<file path="config.mk">
export PLATFORM = sky130hd
export DESIGN_NAME = risc_cpu_bus
export DESIGN_NICKNAME = d
export VERILOG_FILES = /design/src/rtl/cpu_pkg.sv /design/src/rtl/cpu_alu.sv /design/src/rtl/risc_cpu_bus.sv
export SDC_FILE = /design/constraint.sdc
export NUM_CORES = 1
export LEC_CHECK = 0
export CAP_MARGIN = 20
export CORE_ASPECT_RATIO = 0.6
export CORE_MARGIN = 3
export CORE_UTILIZATION = 50
export CTS_CLUSTER_DIAMETER = 100
export DETAILED_ROUTE_END_ITERATION = 10
export PLACE_DENSITY = 0.75
export REMOVE_ABC_BUFFERS = 1
export SLEW_MARGIN = 20
export SYNTH_ARGS = -nofsm -noshare
export SYNTH_HDL_FRONTEND = slang
export SYNTH_SLANG_ARGS = --single-unit
</file>
<file path="constraint.sdc">
create_clock -name clk -period 4 [get_ports clk]
set_input_delay 0.4 -clock clk [delete_from_list [all_inputs] [get_ports clk]]
set_output_delay 0.4 -clock clk [all_outputs]
set_load 0.05 [all_outputs]
</file>
<file path="src/rtl/cpu_pkg.sv">
// Shared opcode, FSM state and ALU operation definitions for the accumulator CPU.
package cpu_pkg;

  localparam int OPC_W = 3;

  localparam logic [OPC_W-1:0] OP_HLT = 3'd0;
  localparam logic [OPC_W-1:0] OP_SKZ = 3'd1;
  localparam logic [OPC_W-1:0] OP_ADD = 3'd2;
  localparam logic [OPC_W-1:0] OP_AND = 3'd3;
  localparam logic [OPC_W-1:0] OP_XOR = 3'd4;
  localparam logic [OPC_W-1:0] OP_LDA = 3'd5;
  localparam logic [OPC_W-1:0] OP_STO = 3'd6;
  localparam logic [OPC_W-1:0] OP_JMP = 3'd7;

  typedef enum logic [2:0] {
    S_FETCH,
    S_DECODE,
    S_MEMRD,
    S_MEMWR,
    S_HALT
  } state_e;

  typedef enum logic [1:0] {
    ALU_ADD,
    ALU_AND,
    ALU_XOR,
    ALU_PASS_B
  } alu_op_e;

  // LDA and every non-ALU opcode map onto a plain pass of the bus operand.
  function automatic alu_op_e alu_op_for(input logic [OPC_W-1:0] opc);
    alu_op_e op;
    case (opc)
      OP_ADD:  op = ALU_ADD;
      OP_AND:  op = ALU_AND;
      OP_XOR:  op = ALU_XOR;
      default: op = ALU_PASS_B;
    endcase
    return op;
  endfunction

endpackage

</file>
<file path="src/rtl/cpu_alu.sv">
// Combinational accumulator ALU: ADD (carry dropped), AND, XOR or pass of operand B.
module cpu_alu
  import cpu_pkg::*;
#(
  parameter int DATA_W = 8
) (
  input  alu_op_e           op_i,
  input  logic [DATA_W-1:0] a_i,
  input  logic [DATA_W-1:0] b_i,
  output logic [DATA_W-1:0] result_o,
  output logic              is_zero_o
);

  always_comb begin
    result_o = b_i;
    case (op_i)
      ALU_ADD:    result_o = a_i + b_i;
      ALU_AND:    result_o = a_i & b_i;
      ALU_XOR:    result_o = a_i ^ b_i;
      ALU_PASS_B: result_o = b_i;
      default:    result_o = b_i;
    endcase
  end

  assign is_zero_o = (result_o == '0);

endmodule

</file>
<file path="src/rtl/risc_cpu_bus.sv">
// Parametrised accumulator CPU driving a req/ack memory bus with arbitrary wait states.
// Optional bus-timeout watchdog enabled by defining CPU_BUS_TIMEOUT_EN.
module risc_cpu_bus
  import cpu_pkg::*;
#(
  parameter int                DATA_W      = 8,
  parameter int                ADDR_W      = 5,
  parameter logic [ADDR_W-1:0] RESET_PC    = '0,
  parameter int                TIMEOUT_CYC = 16
) (
  input  logic              clk,
  input  logic              rst_n,
  output logic              mem_req,
  output logic              mem_we,
  output logic [ADDR_W-1:0] mem_addr,
  output logic [DATA_W-1:0] mem_wdata,
  input  logic [DATA_W-1:0] mem_rdata,
  input  logic              mem_ack,
  input  logic              resume,
  output logic              halt,
  output logic [ADDR_W-1:0] pc,
  output logic [DATA_W-1:0] acc,
  output logic              bus_err
);

  if (DATA_W < ADDR_W + OPC_W) begin : g_width_check
    $error("risc_cpu_bus: DATA_W must be at least ADDR_W+3");
  end
  if (TIMEOUT_CYC < 1) begin : g_timeout_check
    $error("risc_cpu_bus: TIMEOUT_CYC must be at least 1");
  end

  state_e            state_q, state_d;
  logic [ADDR_W-1:0] pc_q, pc_d;
  logic [DATA_W-1:0] acc_q, acc_d;
  logic [OPC_W-1:0]  opc_q, opc_d;
  logic [ADDR_W-1:0] arg_q, arg_d;
  logic              mem_req_q, mem_req_d;
  logic              mem_we_q, mem_we_d;
  logic [ADDR_W-1:0] mem_addr_q, mem_addr_d;
  logic [DATA_W-1:0] mem_wdata_q, mem_wdata_d;
  logic              halt_q, halt_d;
  logic              xfer;
  logic              resume_ok;
  alu_op_e           alu_op;
  logic [DATA_W-1:0] alu_b, alu_result;
  logic              alu_zero;

`ifdef CPU_BUS_TIMEOUT_EN
  localparam int WAIT_W = $clog2(TIMEOUT_CYC + 1);
  logic [WAIT_W-1:0] wait_q, wait_d;
  logic              bus_err_q, bus_err_d;
  assign resume_ok = resume & ~bus_err_q;
  assign bus_err   = bus_err_q;
`else
  assign resume_ok = resume;
  assign bus_err   = 1'b0;
`endif

  // Acks are only honoured while a request is actually outstanding.
  assign xfer = mem_req_q & mem_ack;

  // Outside S_MEMRD the ALU passes ACC through, so is_zero doubles as the SKZ test.
  assign alu_op = (state_q == S_MEMRD) ? alu_op_for(opc_q) : ALU_PASS_B;
  assign alu_b  = (state_q == S_MEMRD) ? mem_rdata : acc_q;

  cpu_alu #(.DATA_W(DATA_W)) u_alu (
    .op_i     (alu_op),
    .a_i      (acc_q),
    .b_i      (alu_b),
    .result_o (alu_result),
    .is_zero_o(alu_zero)
  );

  always_comb begin
    state_d = state_q;
    pc_d    = pc_q;
    acc_d   = acc_q;
    opc_d   = opc_q;
    arg_d   = arg_q;
    case (state_q)
      S_FETCH: begin
        if (xfer) begin
          opc_d   = mem_rdata[DATA_W-1 -: OPC_W];
          arg_d   = mem_rdata[ADDR_W-1:0];
          pc_d    = pc_q + ADDR_W'(1);
          state_d = S_DECODE;
        end
      end
      S_DECODE: begin
        case (opc_q)
          OP_HLT: state_d = S_HALT;
          OP_SKZ: begin
            if (alu_zero) pc_d = pc_q + ADDR_W'(1);
            state_d = S_FETCH;
          end
          OP_JMP: begin
            pc_d    = arg_q;
            state_d = S_FETCH;
          end
          OP_STO:  state_d = S_MEMWR;
          default: state_d = S_MEMRD;
        endcase
      end
      S_MEMRD: begin
        if (xfer) begin
          acc_d   = alu_result;
          state_d = S_FETCH;
        end
      end
      S_MEMWR: if (xfer) state_d = S_FETCH;
      S_HALT:  if (resume_ok) state_d = S_FETCH;
      default: state_d = S_FETCH;
    endcase

`ifdef CPU_BUS_TIMEOUT_EN
    wait_d    = wait_q;
    bus_err_d = bus_err_q;
    if (!mem_req_q || mem_ack) begin
      wait_d = '0;
    end else if (wait_q == WAIT_W'(TIMEOUT_CYC - 1)) begin
      state_d   = S_HALT;
      wait_d    = '0;
      bus_err_d = 1'b1;
    end else begin
      wait_d = wait_q + WAIT_W'(1);
    end
`endif

    // Bus outputs are registered from the next state so they stay steady across wait states.
    mem_req_d   = state_d inside {S_FETCH, S_MEMRD, S_MEMWR};
    mem_we_d    = (state_d == S_MEMWR);
    mem_addr_d  = (state_d == S_FETCH) ? pc_d : arg_d;
    mem_wdata_d = (state_d == S_MEMWR) ? acc_d : '0;
    halt_d      = (state_d == S_HALT);
  end

  always_ff @(posedge clk or negedge rst_n) begin
    if (!rst_n) begin
      state_q     <= S_FETCH;
      pc_q        <= RESET_PC;
      acc_q       <= '0;
      opc_q       <= '0;
      arg_q       <= '0;
      mem_req_q   <= 1'b0;
      mem_we_q    <= 1'b0;
      mem_addr_q  <= '0;
      mem_wdata_q <= '0;
      halt_q      <= 1'b0;
`ifdef CPU_BUS_TIMEOUT_EN
      wait_q      <= '0;
      bus_err_q   <= 1'b0;
`endif
    end else begin
      state_q     <= state_d;
      pc_q        <= pc_d;
      acc_q       <= acc_d;
      opc_q       <= opc_d;
      arg_q       <= arg_d;
      mem_req_q   <= mem_req_d;
      mem_we_q    <= mem_we_d;
      mem_addr_q  <= mem_addr_d;
      mem_wdata_q <= mem_wdata_d;
      halt_q      <= halt_d;
`ifdef CPU_BUS_TIMEOUT_EN
      wait_q      <= wait_d;
      bus_err_q   <= bus_err_d;
`endif
    end
  end

  assign mem_req   = mem_req_q;
  assign mem_we    = mem_we_q;
  assign mem_addr  = mem_addr_q;
  assign mem_wdata = mem_wdata_q;
  assign halt      = halt_q;
  assign pc        = pc_q;
  assign acc       = acc_q;

endmodule

</file>
# Yosys cells after proc, flatten, opt, wreduce, memory -nomap -nowiden
# Cells that the tools add are included.
[totals]
regBits = 40
output_inout_bits = 30
elab_cells = 59
[classes]
n_addsub = 2
n_eq_ne = 16
mux = 19
bitwise_logic = 3
n_reduce_logical = 9
[ops]
columns = ["op", "count"]
rows = [
  ["$mux 8", 4],
  ["$pmux 8 s4", 1],
  ["$mux 5", 5],
  ["$pmux 5 s2", 2],
  ["$eq 3x2->1 const B", 6],
  ["$eq 3x3->1 const B", 5],
  ["$pmux 3 s4", 1],
  ["$logic_not 3->1", 3],
  ["$mux 3", 3],
  ["$pmux 3 s3", 1],
  ["$add 8x8->8", 1],
  ["$and 8x8->8", 1],
  ["$logic_not 8->1", 1],
  ["$xor 8x8->8", 1],
  ["$eq 3x1->1 const B", 2],
  ["$pmux 2 s3", 1],
  ["$add 5x1->5 const B", 1],
  ["$eq 2x2->1 const B", 2],
  ["$reduce_or 2->1", 2],
  ["$reduce_bool 3->1", 1],
  ["$eq 2x1->1 const B", 1],
  ["$logic_not 2->1", 1],
  ["$mux 2", 1],
  ["$reduce_and 2->1", 1],
  ["$and 1x1->1", 1],
]

# Longest topological paths before layout
[depth]
depth_word = 10
depth_mapped = 15

# Modules after synthesis
# From an unflattened synthesis, not the netlist that was laid out.
[hier_totals]
cells_unflattened = 241
hier_area_um2 = 2523.7
[modules_own_cells]
columns = ["mod", "n_inst", "cells_each", "area_each_um2", "seq_area_each_um2"]
rows = [
  ["risc_cpu_bus", 1, 168, 1929.4, 1001.0],
  ["cpu_alu", 1, 73, 594.3, 0.0],
]

# Worst setup path after synthesis
# No wires, ideal clock.
[synth_path]
path_type = "register to register"
startpoint = "register state_q[0]"
endpoint = "register mem_addr_q[1] (netlist: mem_addr[1])"
setup_ns = 0.125
arrival_ns = 3.505
t_required_ns = 3.875
setup_slack_ns = 0.370
stages_incl_launch_ff = 15
path_buffers = 1
synth_period_minus_slack_ns = 3.630
path_cell_list = "dfrtp_1 nor3b_2 buf_4 mux2i_1 inv_1 ha_1 a211oi_1 o21ai_0 o211ai_1 a21oi_1 o31ai_1 nor4_4 and4_1 a211o_1 mux2_2"
[synth_between]
elab_chain_len = 9
elab_cells_between_ends = 27
[synth_rtl]
columns = ["item", "line_no", "rtl"]
rows = [
  ["from (decl)", "risc_cpu_bus.sv:33", "state_e state_q, state_d;"],
  ["from (signal assigned)", "risc_cpu_bus.sv:155", "state_q <= state_d;"],
  ["$eq 3x2->1", "risc_cpu_bus.sv:64, risc_cpu_bus.sv:65", ""],
  ["$mux 8 or $mux 2 (tied branches)", "risc_cpu_bus.sv:65, risc_cpu_bus.sv:64", ""],
  ["$add 8x8->8, or another cell as far along", "cpu_alu.sv:17", "ALU_ADD: result_o = a_i + b_i;"],
  ["$pmux 8 s4", "cpu_alu.sv:16", "case (op_i)"],
  ["$logic_not 8->1", "cpu_alu.sv:25", "assign is_zero_o = (result_o == '0);"],
  ["$mux 5", "risc_cpu_bus.sv:94", "if (alu_zero) pc_d = pc_q + ADDR_W'(1);"],
  ["$pmux 5 s2", "risc_cpu_bus.sv:91", "case (opc_q)"],
  ["$pmux 5 s2 (*)", "risc_cpu_bus.sv:81", "case (state_q)"],
  ["net pc_d[1]", "risc_cpu_bus.sv:34", "logic [ADDR_W-1:0] pc_q, pc_d;"],
  ["$mux 5 (*)", "risc_cpu_bus.sv:133", "mem_addr_d = (state_d == S_FETCH) ? pc_d : arg_d;"],
  ["net mem_addr_d[1]", "risc_cpu_bus.sv:40", "logic [ADDR_W-1:0] mem_addr_q, mem_addr_d;"],
  ["to (signal assigned)", "risc_cpu_bus.sv:162", "mem_addr_q <= mem_addr_d;"],
  ["to (decl)", "risc_cpu_bus.sv:40", ""],
]
# Mark *: on every way through the listed nets, which the timed path passes. The rest lies on a longest branch.
# A chain may end at the register's enable or synchronous reset.

# Worst setup path after layout
[layout_path]
startpoint = "register state_q[2]"
endpoint = "register mem_addr_q[0] (netlist: mem_addr[0])"
[layout_between]
elab_chain_len = 9
elab_cells_between_ends = 27
[layout_rtl]
columns = ["item", "line_no"]
rows = [
  ["$eq 3x2->1", "risc_cpu_bus.sv:64, risc_cpu_bus.sv:65, risc_cpu_bus.sv:81"],
  ["$mux 8 or $mux 2 (tied branches)", "risc_cpu_bus.sv:65, risc_cpu_bus.sv:64"],
  ["$add 8x8->8, or another cell as far along", "cpu_alu.sv:17"],
  ["$pmux 8 s4", "cpu_alu.sv:16"],
  ["$logic_not 8->1", "cpu_alu.sv:25"],
  ["$mux 5", "risc_cpu_bus.sv:94"],
  ["$pmux 5 s2", "risc_cpu_bus.sv:91"],
  ["$pmux 5 s2", "risc_cpu_bus.sv:81"],
  ["$mux 5 (*)", "risc_cpu_bus.sv:133"],
  ["net mem_addr_d[0]", "risc_cpu_bus.sv:40"],
]
# Marked as above.

==> metrics.md <==
| Metric | Value |
|---|---|
| Final ANT Viol Nets | `0` |
| Met3 WL | `674 um` |
| Global-route wire length before repair | `around 11,000 um` |
| Setup violations, final | `0` |
| Detailed Route WL | `between 6000 and 7000 um` |
| DIE AREA | `just over 0.006 mm^2` |
| Pwr Density | `907 mW/mm^2` |
| Routed vias/inst | `5.99` |
| Largest stage delay, worst path | `0.47 ns` |
| Pre-Repair DR Iteration Count | `5` |
| RePlAce Congestion | `0.958` |
| Fin. max-slew vios | `0` |
| Row cnt | `19` |
| TritonCTS clock tree | `yes` |
| EDFF count, synth | `0` |
| Die width | `~100 um` |
| Vias in the first global route | `2,040` |
| Post-route DRC violation count | `0` |
| Status | `completed` |
| Crit path required time | `approximately 4.2 ns` |
| Lkg Pwr | `1.42 nW` |
| Via count | `2,419` |
| Slew @ Worst Pin | `0.886 ns` |
| Synth-to-Final Area Change | `23.9%` |
| CTS buffer count | `5` |
| Placeable Area | `between 0.004 and 0.005 mm^2` |
| Hold buffer count at CTS | `0` |
| Antenna fix cells | `0` |
| Crit-path most repeated cell | `buf_4` |
| Final min period | `3.88 ns` |
| Post-detailed-route wirelength per cell | `17.1 um` |
| Highest metal used | `met4` |
| CP max-delay cell | `dfrtp_1` |
| Grt ovf | `0` |
| Root buffer cell | `clkbuf_8` |
| Sequential area share after synthesis | `0.388` |
| Hold Vio Cnt, Final | `0` |
| Crit Path Class | `reg -> reg` |
| Type of origin of the critical path | `register` |
| FMAX | `258 MHz` |
| Placed wire-length estimate | `about 5000 um` |
| Max VDD drop | `0.524 mV` |
| Die Y | `~62 um` |
| Max Clock Skew | `0.00802 ns` |
| Share of layout cells above drive strength 1 | `0.0997` |
| Initial antenna violation count | `0` |
| Wire length on met2 | `2570 um` |
| Post-synthesis async set-or-reset flop share | `1.00` |
| Mapped Area | `0.00258 mm^2` |
| Reg-to-reg startpoint | `state_q[2]` |
| Largest net degree at the start of global routing | `41` |
| Critical Path Sink Type | `register` |
| Main synth FF type | `dfrtp_1` |
| Final worst slack | `0.124 ns` |
| I/O pin count | `42` |
| Clock-pin slew on the worst setup and hold paths | `roughly 0.080 ns` |
| Worst-Skew Late Latency | `0.30 ns` |
| NumNets Final | `about 360` |
| Worst endpoint data arrival time | `between 4 and 5 ns` |
| Netlist cell types | `58` |
| Worst slack, placed | `0.178 ns` |
| Worst slew margin | `0.409` |
| Final period util | `0.969` |
| 1st-iter DRT viols | `306` |
| Worst Setup SP | `state_q[2]` |
| Post-Synthesis Cells | `about 300` |
| Hold/Removal Path Class | `in -> async` |
| Port bufs | `40` |
| Starting Density | `0.540` |
| Maximum clock path buffer count | `2` |
| Max Cap Viol | `0` |
| Syn. warnings | `0` |
| R2r setup slk | `0.12 ns` |
| Mean Syn Cell Area | `~9 um^2` |
| # H-tree levels | `2` |
| Clock sink total | `40` |
| Crit-path max FO | `11` |
| Synthesized flop and latch total | `40` |
| DRT met1 WL | `roughly 3600 um` |
| CP cell instances | `nor3b_4 > buf_4 > mux2_2 > ha_1 > o21a_1 > o31a_1 > o22ai_1 > mux2i_1 > o211ai_1 > nor4_4 > buf_4 > nor2_1 > o21ai_0 > a41oi_1` |
| GR Util All Layers | `0.237` |
| Final Util | `0.669` |
-- logic make-up (layout without fill, tap and decap cells) --
group | after synthesis | count (layout) | share of synthesized area
buffers and inverters | 25 | 71 | 0.0456
AND/OR/NAND/NOR | 121 | 121 | 0.236
XOR/XNOR | 7 | 7 | 0.0238
AO/OA/AOI/OAI | 79 | 79 | 0.204
other | 1 | 1 | 0.00145
flip-flops | 40 | 40 | 0.388
adder cells (fa/ha/maj) | 10 | 10 | 0.0514
multiplexers | 12 | 12 | 0.0500
-- worst paths after layout --
| kind | to | depth (start not counted) |
|---|---|---|
| min in group clk | arg_q[2] | 2 |
| worst max register to register | mem_addr[0] | 14 |
| worst min register to register | arg_q[2] | 2 |
| max in group asynchronous | state_q[1] | 1 |
| worst min-delay path | halt | 1 |
| worst max-delay path | mem_addr[0] | 14 |
-- state kept, by name (all words and copies together), names as in the netlist --
name / cells
mem_addr: 5
mem_we: 1
acc: 8
mem_req: 1
arg_q: 5
mem_wdata: 8
pc: 5
halt: 1
opc_q: 3
state_q: 3
-- power by group --
part / internal [mW] / switching, mW / leakage, nW
Clock: 0.220 / 0.148 / 0.0645
Combinational: 0.673 / 1.14 / 0.838
Sequential: 0.549 / 0.168 / 0.519
-- critical path: cells and delay by family, from the launching register on --
family	cells	cell delay, ns
AOI/OAI and AO/OA	6	1.08
adders and majority gates	1	0.34
buffers and inverters	2	0.44
DFF	1	0.47
muxes	2	0.64
and+or+nand+nor	3	0.74
-- cell usage after synthesis, types with 2 or more instances --
cell type | count | area (um^2)
nand2_1 | 49 | 184
dfrtp_1 | 40 | 1000
o21ai_0 | 24 | 120
nor2_1 | 23 | 86.3
inv_1 | 14 | 52.6
a21oi_1 | 10 | 50.1
nand3_1 | 10 | 50.1
ha_1 | 9 | 113
and2_1 | 8 | 50.1
mux2_2 | 7 | 78.8
clkbuf_1 | 5 | 18.8
mux2i_1 | 5 | 50.1
nand2b_1 | 5 | 31.3
nor3_1 | 5 | 25.0
o31ai_1 | 5 | 37.5
a221o_1 | 4 | 40.0
o21ai_1 | 4 | 20.0
o22ai_1 | 4 | 25.0
xnor2_1 | 4 | 35.0
a21o_1 | 3 | 22.5
nand4_1 | 3 | 18.8
o211ai_1 | 3 | 22.5
xor2_1 | 3 | 26.3
a211o_1 | 2 | 17.5
a211oi_1 | 2 | 15.0
a222oi_1 | 2 | 20.0
a22o_1 | 2 | 17.5
a22oi_1 | 2 | 15.0
and3_1 | 2 | 12.5
buf_4 | 2 | 15.0
buf_6 | 2 | 22.5
nand3b_1 | 2 | 15.0
nor2b_1 | 2 | 12.5
nor3b_2 | 2 | 25.0
nor4_1 | 2 | 12.5
o21bai_1 | 2 | 15.0
-- cell type report --
class	count	area (um^2)
multi-input cells	230	1470
repair buffers	49	463
flip-flops and latches	40	1000
fillers	415	1580
clock buffers	7	96.3
clock inverters	1	30.0
inverters	14	52.6
well taps	63	78.8
-- routing by layer --
layer / global-route usage / vias to the layer above
met5: 0 / -
met4: 0.0623 / 0
met3: 0.0543 / 7
met2: 0.293 / 129
met1: 0.395 / 1137
li1: - / 1146
-- metrics by stage --
step           hold slack (ns)  std cells  area [um^2]  total power, mW  setup TNS [ns]
6_report                 0.200        404         3200             2.90               0
4_1_cts                  0.246        401         3170             2.83               0
3_3_place_gp             0.490        393         3040             2.44               0
2_1_floorplan            0.104        284         2510             1.92               0
3_5_place_dp             0.495        393         3040             2.45               0
5_1_grt                  0.274        404         3200             3.08         -0.0428
-- timing repair --
item	in CTS	in global routing
buffers inserted	0	3
endpoints found under the setup margin	0	4
resized for setup	0	2
-- cell usage in the layout, fill, tap and decap left out, drive strengths merged, types with 2 or more instances in the layout --
cell / n
xor2: 3
nand4: 3
clkbuf: 7
or3b: 2
clkdlybuf4s50: 39
a22oi: 2
inv: 14
o21bai: 2
nand3: 10
o21ai: 28
o22ai: 4
o31ai: 5
a222oi: 2
xnor2: 4
a21o: 3
a22o: 2
buf: 10
nand3b: 2
and2: 8
a211oi: 2
nor2: 23
and3: 2
nand2b: 5
dfrtp: 40
mux2: 7
mux2i: 5
nor2b: 2
nand2: 49
nor4: 3
o211ai: 3
a21oi: 11
a221o: 4
ha: 9
nor3: 6
a211o: 2
nor3b: 3
(Power assumes the default switching activity.)
